[src/rtl/systolic_ctrl_pkg.sv]
// Shared types and constant helpers for the systolic array sequencer.
package systolic_pkg;

    typedef enum logic [2:0] {
        IDLE,
        CLEAR,
        FEED,
        FLUSH,
        DRAIN,
        DONE
    } state_e;

    // Counter width for a value range of x: max(clog2(x), 1).
    function automatic int unsigned cnt_w(input int unsigned x);
        int unsigned w;
        w = 32'($clog2(x));
        return (w < 1) ? 1 : w;
    endfunction

    // Cycles for the last operand to cross the array and leave the PE pipeline.
    function automatic int unsigned flush_cyc(input int unsigned n, input int unsigned pe_lat);
        return 2 * n - 1 + pe_lat;
    endfunction

endpackage

[src/rtl/systolic_ctrl_if.sv]
// Command, operand-buffer, skew-enable and result-drain signals of the sequencer.
interface systolic_ctrl_if #(
    parameter int unsigned N = 4,
    parameter int unsigned K = 4
);
    localparam int unsigned KW = systolic_pkg::cnt_w(K);
    localparam int unsigned NW = systolic_pkg::cnt_w(N);

    logic          start;
    logic          abort;
    logic          busy;
    logic          done;
    logic          pe_clear;
    logic          rd_en;
    logic [KW-1:0] rd_addr;
    logic [N-1:0]  row_en;
    logic [N-1:0]  col_en;
    logic          out_valid;
    logic          out_ready;
    logic [NW-1:0] drain_row;

    // Sequencer side.
    modport master (
        input  start, abort, out_ready,
        output busy, done, pe_clear, rd_en, rd_addr, row_en, col_en, out_valid, drain_row
    );

    // Host / buffer / result-writer side.
    modport slave (
        output start, abort, out_ready,
        input  busy, done, pe_clear, rd_en, rd_addr, row_en, col_en, out_valid, drain_row
    );

endinterface

[src/rtl/systolic_ctrl_skew_line.sv]
// N-bit enable delay line: en[0] is in_en delayed one cycle, en[i] is en[i-1] delayed one cycle.
module skew_line #(
    parameter int unsigned N = 4
) (
    input  logic         clk,
    input  logic         rst,
    input  logic         clr,
    input  logic         in_en,
    output logic [N-1:0] en
);

    logic [N-1:0] en_q;
    logic [N-1:0] en_d;

    // Shift toward higher rows/columns; the truncating cast also covers N=1.
    always_comb begin
        en_d = N'({en_q, in_en});
        if (clr) begin
            en_d = '0;
        end
    end

    // Delay-line register.
    always_ff @(posedge clk or negedge rst) begin
        if (!rst) begin
            en_q <= '0;
        end else begin
            en_q <= en_d;
        end
    end

    assign en = en_q;

endmodule

[src/rtl/systolic_ctrl.sv]
// Sequencer for an N x N output-stationary systolic matmul array.
// Optional performance counters are built when SYSTOLIC_CTRL_PERF_EN is defined.
module systolic_ctrl
    import systolic_pkg::*;
#(
    parameter int unsigned N      = 4,
    parameter int unsigned K      = 4,
    parameter int unsigned PE_LAT = 1
) (
    input  logic        clk,
    input  logic        rst,
`ifdef SYSTOLIC_CTRL_PERF_EN
    output logic [31:0] perf_cycles,
    output logic [31:0] perf_stalls,
`endif
    systolic_ctrl_if.master bus
);

    localparam int unsigned KW        = cnt_w(K);
    localparam int unsigned NW        = cnt_w(N);
    localparam int unsigned FLUSH_CYC = flush_cyc(N, PE_LAT);
    localparam int unsigned FW        = cnt_w(FLUSH_CYC);

    state_e        state_q, state_d;
    logic [KW-1:0] rd_addr_q, rd_addr_d;
    logic [FW-1:0] flush_q, flush_d;
    logic [NW-1:0] drain_row_q, drain_row_d;
    logic          busy_q, busy_d;
    logic          done_q, done_d;
    logic          pe_clear_q, pe_clear_d;
    logic          rd_en_q, rd_en_d;
    logic          out_valid_q, out_valid_d;
    logic          abort_hit_c;
    logic [N-1:0]  row_en;
    logic [N-1:0]  col_en;

    assign abort_hit_c = bus.abort && (state_q != IDLE);

    // Next-state, counter loads and registered-output decode.
    always_comb begin
        state_d     = state_q;
        rd_addr_d   = rd_addr_q;
        flush_d     = flush_q;
        drain_row_d = drain_row_q;
        case (state_q)
            IDLE: begin
                if (bus.start) state_d = CLEAR;
            end
            CLEAR: begin
                state_d   = FEED;
                rd_addr_d = '0;
            end
            FEED: begin
                if (rd_addr_q == KW'(K - 1)) begin
                    state_d   = FLUSH;
                    rd_addr_d = '0;
                    flush_d   = FW'(FLUSH_CYC - 1);
                end else begin
                    rd_addr_d = rd_addr_q + KW'(1);
                end
            end
            FLUSH: begin
                if (flush_q == '0) begin
                    state_d     = DRAIN;
                    drain_row_d = '0;
                end else begin
                    flush_d = flush_q - FW'(1);
                end
            end
            DRAIN: begin
                if (out_valid_q && bus.out_ready) begin
                    if (drain_row_q == NW'(N - 1)) begin
                        state_d     = DONE;
                        drain_row_d = '0;
                    end else begin
                        drain_row_d = drain_row_q + NW'(1);
                    end
                end
            end
            DONE: begin
                state_d = IDLE;
            end
            default: begin
                state_d = IDLE;
            end
        endcase
        if (abort_hit_c) begin
            state_d     = IDLE;
            rd_addr_d   = '0;
            flush_d     = '0;
            drain_row_d = '0;
        end
        busy_d      = (state_d != IDLE);
        done_d      = (state_d == DONE);
        pe_clear_d  = (state_d == CLEAR);
        rd_en_d     = (state_d == FEED);
        out_valid_d = (state_d == DRAIN);
    end

    // State, counter and output registers.
    always_ff @(posedge clk or negedge rst) begin
        if (!rst) begin
            state_q     <= IDLE;
            rd_addr_q   <= '0;
            flush_q     <= '0;
            drain_row_q <= '0;
            busy_q      <= 1'b0;
            done_q      <= 1'b0;
            pe_clear_q  <= 1'b0;
            rd_en_q     <= 1'b0;
            out_valid_q <= 1'b0;
        end else begin
            state_q     <= state_d;
            rd_addr_q   <= rd_addr_d;
            flush_q     <= flush_d;
            drain_row_q <= drain_row_d;
            busy_q      <= busy_d;
            done_q      <= done_d;
            pe_clear_q  <= pe_clear_d;
            rd_en_q     <= rd_en_d;
            out_valid_q <= out_valid_d;
        end
    end

    skew_line #(.N(N)) u_row_skew (
        .clk   (clk),
        .rst   (rst),
        .clr   (abort_hit_c),
        .in_en (rd_en_q),
        .en    (row_en)
    );

    skew_line #(.N(N)) u_col_skew (
        .clk   (clk),
        .rst   (rst),
        .clr   (abort_hit_c),
        .in_en (rd_en_q),
        .en    (col_en)
    );

    assign bus.busy      = busy_q;
    assign bus.done      = done_q;
    assign bus.pe_clear  = pe_clear_q;
    assign bus.rd_en     = rd_en_q;
    assign bus.rd_addr   = rd_addr_q;
    assign bus.row_en    = row_en;
    assign bus.col_en    = col_en;
    assign bus.out_valid = out_valid_q;
    assign bus.drain_row = drain_row_q;

`ifdef SYSTOLIC_CTRL_PERF_EN
    logic [31:0] perf_cycles_q, perf_cycles_d;
    logic [31:0] perf_stalls_q, perf_stalls_d;

    // Saturating operation-length and drain-stall counters, cleared as an operation starts.
    always_comb begin
        perf_cycles_d = perf_cycles_q;
        perf_stalls_d = perf_stalls_q;
        if (state_q == IDLE && state_d == CLEAR) begin
            perf_cycles_d = '0;
            perf_stalls_d = '0;
        end else begin
            if (state_q != IDLE && perf_cycles_q != '1) begin
                perf_cycles_d = perf_cycles_q + 32'd1;
            end
            if (state_q == DRAIN && out_valid_q && !bus.out_ready && perf_stalls_q != '1) begin
                perf_stalls_d = perf_stalls_q + 32'd1;
            end
        end
    end

    // Performance counter registers.
    always_ff @(posedge clk or negedge rst) begin
        if (!rst) begin
            perf_cycles_q <= '0;
            perf_stalls_q <= '0;
        end else begin
            perf_cycles_q <= perf_cycles_d;
            perf_stalls_q <= perf_stalls_d;
        end
    end

    assign perf_cycles = perf_cycles_q;
    assign perf_stalls = perf_stalls_q;
`endif

endmodule

[src/flat_wrapper.sv]
// flat-port wrapper written by rule: the top's interface ports become plain ports
module systolic_ctrl_flat import systolic_pkg::*;
#(
    parameter int unsigned N      = 4,
    parameter int unsigned K      = 4,
    parameter int unsigned PE_LAT = 1
)
  (clk, rst, bus_start, bus_abort, bus_out_ready, bus_busy, bus_done, bus_pe_clear, bus_rd_en, bus_rd_addr, bus_row_en, bus_col_en, bus_out_valid, bus_drain_row);
  systolic_ctrl_if #(.N(N), .K(K)) bus_i ();
  input  logic clk;
  input  logic rst;
  input wire logic [$bits(bus_i.start)-1:0] bus_start;
  input wire logic [$bits(bus_i.abort)-1:0] bus_abort;
  input wire logic [$bits(bus_i.out_ready)-1:0] bus_out_ready;
  output wire logic [$bits(bus_i.busy)-1:0] bus_busy;
  output wire logic [$bits(bus_i.done)-1:0] bus_done;
  output wire logic [$bits(bus_i.pe_clear)-1:0] bus_pe_clear;
  output wire logic [$bits(bus_i.rd_en)-1:0] bus_rd_en;
  output wire logic [$bits(bus_i.rd_addr)-1:0] bus_rd_addr;
  output wire logic [$bits(bus_i.row_en)-1:0] bus_row_en;
  output wire logic [$bits(bus_i.col_en)-1:0] bus_col_en;
  output wire logic [$bits(bus_i.out_valid)-1:0] bus_out_valid;
  output wire logic [$bits(bus_i.drain_row)-1:0] bus_drain_row;
  assign bus_i.start = bus_start;
  assign bus_i.abort = bus_abort;
  assign bus_i.out_ready = bus_out_ready;
  assign bus_busy = bus_i.busy;
  assign bus_done = bus_i.done;
  assign bus_pe_clear = bus_i.pe_clear;
  assign bus_rd_en = bus_i.rd_en;
  assign bus_rd_addr = bus_i.rd_addr;
  assign bus_row_en = bus_i.row_en;
  assign bus_col_en = bus_i.col_en;
  assign bus_out_valid = bus_i.out_valid;
  assign bus_drain_row = bus_i.drain_row;
  systolic_ctrl #(.N(N), .K(K), .PE_LAT(PE_LAT)) u_core (.clk(clk), .rst(rst), .bus(bus_i));
endmodule
[config.mk]
export PLATFORM = sky130hd
export DESIGN_NAME = systolic_ctrl_flat
export DESIGN_NICKNAME = d
export VERILOG_FILES = /design/src/rtl/systolic_ctrl_pkg.sv /design/src/rtl/systolic_ctrl_if.sv /design/src/rtl/systolic_ctrl_skew_line.sv /design/src/rtl/systolic_ctrl.sv /design/src/flat_wrapper.sv
export SDC_FILE = /design/constraint.sdc
export NUM_CORES = 1
export LEC_CHECK = 0
export BUFFER_PORTS_ARGS = -buffer_cell sky130_fd_sc_hd__buf_4
export CAP_MARGIN = 25
export CORE_MARGIN = 8
export CORE_UTILIZATION = 45
export DETAILED_ROUTE_END_ITERATION = 10
export PLACE_DENSITY = 0.68
export SLEW_MARGIN = 20
export SYNTH_ARGS = -nofsm -noshare
export SYNTH_HDL_FRONTEND = slang
export SYNTH_SLANG_ARGS = --single-unit
[constraint.sdc]
create_clock -name clk -period 2.1 [get_ports clk]
set_clock_uncertainty 0.2 [all_clocks]
set_input_delay 0.42 -clock clk [delete_from_list [all_inputs] [get_ports clk]]
set_output_delay 0.42 -clock clk [all_outputs]
set_load 0.02 [all_outputs]
# Word-level counts from Yosys, hierarchy flattened
# Index checks and enable logic that the tools add are counted.
# op_classes
add_sub_neg	3
eq_ne	14
mux	21
reduce_logical	11
# op_table
operator	n
two-way mux 3 bit	9
case mux 3 bit (5 select lines)	1
nonzero test 3 bit	5
two-way mux 2 bit	6
== test 3 x 2 -> 1 bit, second input constant	3
== test 3 bit, second input constant	3
inequality test 3 x 1 -> 1 bit, second input constant	3
two-way mux 4 bit	2
case mux 2 bit (2 select lines)	2
== test 3 x 1 -> 1 bit, second input constant	2
logical NOT 3 bit	2
case mux 3 bit (2 select lines)	1
AND reduction 3 bit	2
adder 2 x 1 -> 2 bit, second input constant	2
== test 2 bit, second input constant	2
inequality test 3 x 2 -> 1 bit, second input constant	1
subtractor 3 x 1 -> 3 bit, second input constant	1
logical AND 1 bit	2
# totals
reg_bits	23
elab_cells	60

# Logic depth before layout (Yosys ltp)
# logic_depth
depth_word	6
depth_mapped	6
ltp_nobuf	6

# Hierarchy
# Synthesis repeated with hierarchy kept, for this count alone.
# unflattened
hier_cells	102
area_unflattened_um2	1097.3
# by_module_without_submodules
mod	instances	cells_each	area_each_um2
systolic_ctrl	1	86	847.1
skew_line	2	8	125.1

# Worst setup path before layout
# Ideal clock, no wire load.
# synth_path
path_kind	reg-to-reg
from	reg u_core.rd_addr_q[0], in the netlist u_core.bus.rd_addr[0]
to	reg u_core.busy_q, in the netlist u_core.bus.busy
setup_ps	131
t_arrival_ps	1542
required_ps	1769
slack_ps	226
path_stages_with_launch	6
n_path_buf	0
synth_period_minus_slack_ps	1874
cell_sequence	dfrtp_1 -> ha_1 -> mux2_4 -> a32oi_2 -> a21oi_2 -> or3_1
# synth_via
elab_chain_len	5
# synth_lines
element	line_no	rtl
start: declaration	systolic_ctrl.sv:25	logic [KW-1:0] rd_addr_q, rd_addr_d;
start signal: assignment	systolic_ctrl.sv:114	rd_addr_q <= rd_addr_d;
== test 2 bit	systolic_ctrl.sv:54	if (rd_addr_q == KW'(K - 1)) begin
two-way mux 3 bit	systolic_ctrl.sv:54	
case mux 3 bit (5 select lines)	systolic_ctrl.sv:45	case (state_q)
two-way mux 3 bit	systolic_ctrl.sv:87	if (abort_hit_c) begin
net u_core.state_d[0]	systolic_ctrl.sv:24	state_e state_q, state_d;
nonzero test 3 bit	systolic_ctrl.sv:93	busy_d = (state_d != IDLE);
net u_core.busy_d	systolic_ctrl.sv:28	logic busy_q, busy_d;
end signal: assignment	systolic_ctrl.sv:117	busy_q <= busy_d;
end: declaration	systolic_ctrl.sv:28	
# The timed path passes the listed nets, and every way through them passes these cells.
# A chain may end at the register's enable or synchronous reset.

# Final worst setup path
# Same ends and word-level chain as after synthesis.

==> metrics.md <==
| Metric | Value |
|---|---|
| Outcome | `finished clean` |
| Sequential Power Share | `40.0%` |
| Final core utilization | `55.9%` |
| Synthesized area | `1040 um^2` |
| Overall die area | `4110 um^2` |
| DR pass1 iterations | `4` |
| Grt total ovfl | `0` |
| Gp weighted congestion | `0.753` |
| CP max-delay cell | `dfrtp_1` |
| Routed len/inst | `14.0 um` |
| Worst-skew pair later-pin latency | `310 ps` |
| Worst hold endpoint | `u_core.bus.pe_clear` |
| Synth unique cells | `36` |
| Rows | `17` |
| 1st-iter DRT viols | `14` |
| FFs w/ async S/R, synth | `100%` |
| Root Driver | `clkbuf_4` |
| Vias per inst | `5.37` |
| Clock Sinks | `19` |
| Top_reg_cell synth | `dfrtp_1` |
| Worst path arrival time | `1930 ps` |
| FF-to-FF path depth | `5` |
| GRT Overall Usage | `11.8%` |
| Area grow syn2layout | `18.6%` |
| Clock Pin Slew Worst Setup and Hold Paths | `110 ps` |
| DP Cell Count | `151` |
| Hold slack final | `178 ps` |
| Fillers | `221` |
| Cells after synthesis | `109` |
| CTS Hold Buffers Added | `1` |
| Initial core utilization | `47.1%` |
| Worst Path Max Fanout | `4` |
| Post-DRT Antenna Nets | `0` |
| Initial antenna violation count | `0` |
| Rel. slew slack | `70.8%` |
| CTS tree | `built` |
| # Post-CTS Setup Buffers | `0` |
| Crit path launch type | `register` |
| Hold path depth | `2` |
| Switching share of power | `41.7%` |
| Crit Path Class | `reg2reg` |
| Internal power | `0.839 mW` |
| Final slew viol count | `0` |
| VDD IR-drop max | `747 uV` |
| Largest net degree at the start of global routing | `20` |
| Share of layout cells above drive strength 1 | `24.2%` |
| Fin. Hold Viols | `0` |
| Worst path cell trace | `ha_1 > mux2_4 > a32oi_2 > a21oi_2 > or3_1` |
| Final instance area | `1240 um^2` |
| Final TNS setup | `0 ps` |
| Placeable Area | `2210 um^2` |
| Avg Cell Area, Syn | `9.56 um^2` |
| HP Start | `bus_start` |
| Comb power frac | `46.3%` |
| Cell Pwr Density | `1160 nW/um^2` |
| Final setup vio count | `0` |
| Synthesis warning total | `0` |
| Htree depth | `1` |
| Period utilisation layout | `92.0%` |
| DIE WIDTH | `64.1 um` |
| EDFF count, synth | `0` |
| Maximum clock insertion buffer count | `2` |
| First-pass GRT wire length | `3.97 mm` |
| Worst EP required | `2100 ps` |
| R2r setup slk | `170 ps` |
| Slowest stage delay, CP | `440 ps` |
| Max Fclk | `0.517 GHz` |
| Total of max-cap violations | `0` |
| Buffers on Ports | `21` |
| Reg-to-reg critical path endpoint | `u_core.bus.busy` |
| Nets@finish | `138` |
| Post-DP HPWL | `1.60 mm` |
| I/O pins | `22` |
| Vias in the first global route | `858` |
| Crit end category | `register` |
| Drt drc | `0` |
| Leak | `0.618 nW` |
| Post-DP Area | `1200 um^2` |
| Finished Layout Cells | `156` |
| Post-synthesis cell type with the largest combined area | `dfrtp_1` |
| Post-synth top area share | `45.6%` |
| Synthesis-stage register bit count | `19` |
| Synth top area cells | `dfrtp_1, ha_1, o21ai_1, and2_1, buf_4` |
| Worst slew pin tran | `434 ps` |
| P_sw | `0.600 mW` |
| Sequential-to-total area share from yosys stat | `45.6%` |
| Diodes inserted | `0` |
| Worst min path class | `in2reg` |
| Die height | `64.1 um` |
| Power share of the clock group | `13.7%` |
| Synthesized Nets | `118` |
| CTS resizes | `0` |
| Period minus WS final | `1930 ps` |
| RSZ-0062 raised after global routing | `false` |
| Reg2reg start | `u_core.bus.rd_addr[0]` |
| Via count | `837` |
| CTS Buf Count | `3` |
| Total wire length | `2.19 mm` |
[cell usage in the layout, fill, tap and decap left out, types with 4 or more instances in the layout]
cell	synthesis	final
o21ai_1	8	8
inv_1	6	6
dfrtp_1	19	19
and2_1	6	6
ha_1	4	4
a21oi_1	5	5
nand2_1	8	8
nor2_1	8	8
buf_4	4	23
[area by class of cell]
type                       instances  area [um^2]  area share [%]
multi-input combinational         75          490            39.7
sequential                        19          475            38.5
timing repair buffer              24          183            14.8
tap                               28         35.0            2.83
clock buffer                       3         22.5            1.82
inverter                           6         22.5            1.82
clock inverter                     1         7.51           0.607
[metrics by stage]
stage               total power, mW  setup WS, ps
floorplan                      1.05           226
global placement               1.23           256
CTS                            1.46           162
detailed placement             1.26           188
finish                         1.44           168
global route                   1.56          99.1
[cells by family after synthesis]
group           synth area share, %
compound gates                 14.2
buf+inv                        7.32
flops                          45.6
simple gates                   24.6
fa+ha+maj                      5.88
mux                            2.40
[how the worst max path moves through the flow]
| stage | from | to | slack (ps) | cells past startpoint |
|---|---|---|---|---|
| 6_report | u_core.bus.rd_addr[0] | u_core.bus.busy | 170 | 5 |
| 5_1_grt | u_core.bus.rd_addr[0] | u_core.bus.busy | 100 | 5 |
| 4_1_cts | u_core.bus.rd_addr[0] | u_core.bus.busy | 160 | 5 |
| 3_5_place_dp | u_core.bus.rd_addr[0] | u_core.bus.busy | 190 | 5 |
| 3_3_place_gp | u_core.bus.rd_addr[0] | u_core.bus.busy | 260 | 5 |
| 2_1_floorplan | u_core.bus.rd_addr[0] | u_core.bus.busy | 230 | 5 |
[flip-flops by register name (all words and copies together), names as in the netlist]
signal,count
u_core.bus.drain_row,2
u_core.bus.busy,1
u_core.flush_q,3
u_core.bus.done,1
u_core.state_q,3
u_core.bus.pe_clear,1
u_core.u_row_skew.en,3
u_core.u_col_skew.en,1
u_core.bus.rd_addr,2
u_core.bus.rd_en,1
u_core.bus.out_valid,1
[synth_stat cells (all sizes together), types with 2 or more instances]
cell type and number:
dfrtp 19, nor2b 2, nor2 8, or3 2, and2 6, ha 4
nand2b 2, o21ai 9, nand2 8, and3b 2, a22o 2, buf 8
inv 6, a21oi 6, nor3 2, and3 2, o32ai 2, nand3 3
nand4 2
[critical path, delay by kind of cell (launching register included)]
family          cells  cell delay [ps]
simple gates        1              310
mux                 1              280
compound gates      2              320
fa+ha+maj           1              270
flops               1              440
[power groups by stage]
stage | Combinational [mW] | Clock, mW | Sequential [mW]
5_1_grt | 0.744 | 0.217 | 0.598
3_5_place_dp | 0.669 | 0 | 0.586
6_report | 0.666 | 0.197 | 0.575
4_1_cts | 0.674 | 0.211 | 0.577
2_1_floorplan | 0.437 | 0 | 0.611
3_3_place_gp | 0.655 | 0 | 0.574
[metal layers]
metal	GRT usage (%)	vias to the layer above	part of all wire, %
met5	0	-	0
li1	-	415	-
met3	3.66	4	5.9
met4	6.81	0	1.5
met1	14.0	399	46
met2	18.6	19	46
No activity file was read; power rests on OpenSTA's default activity.
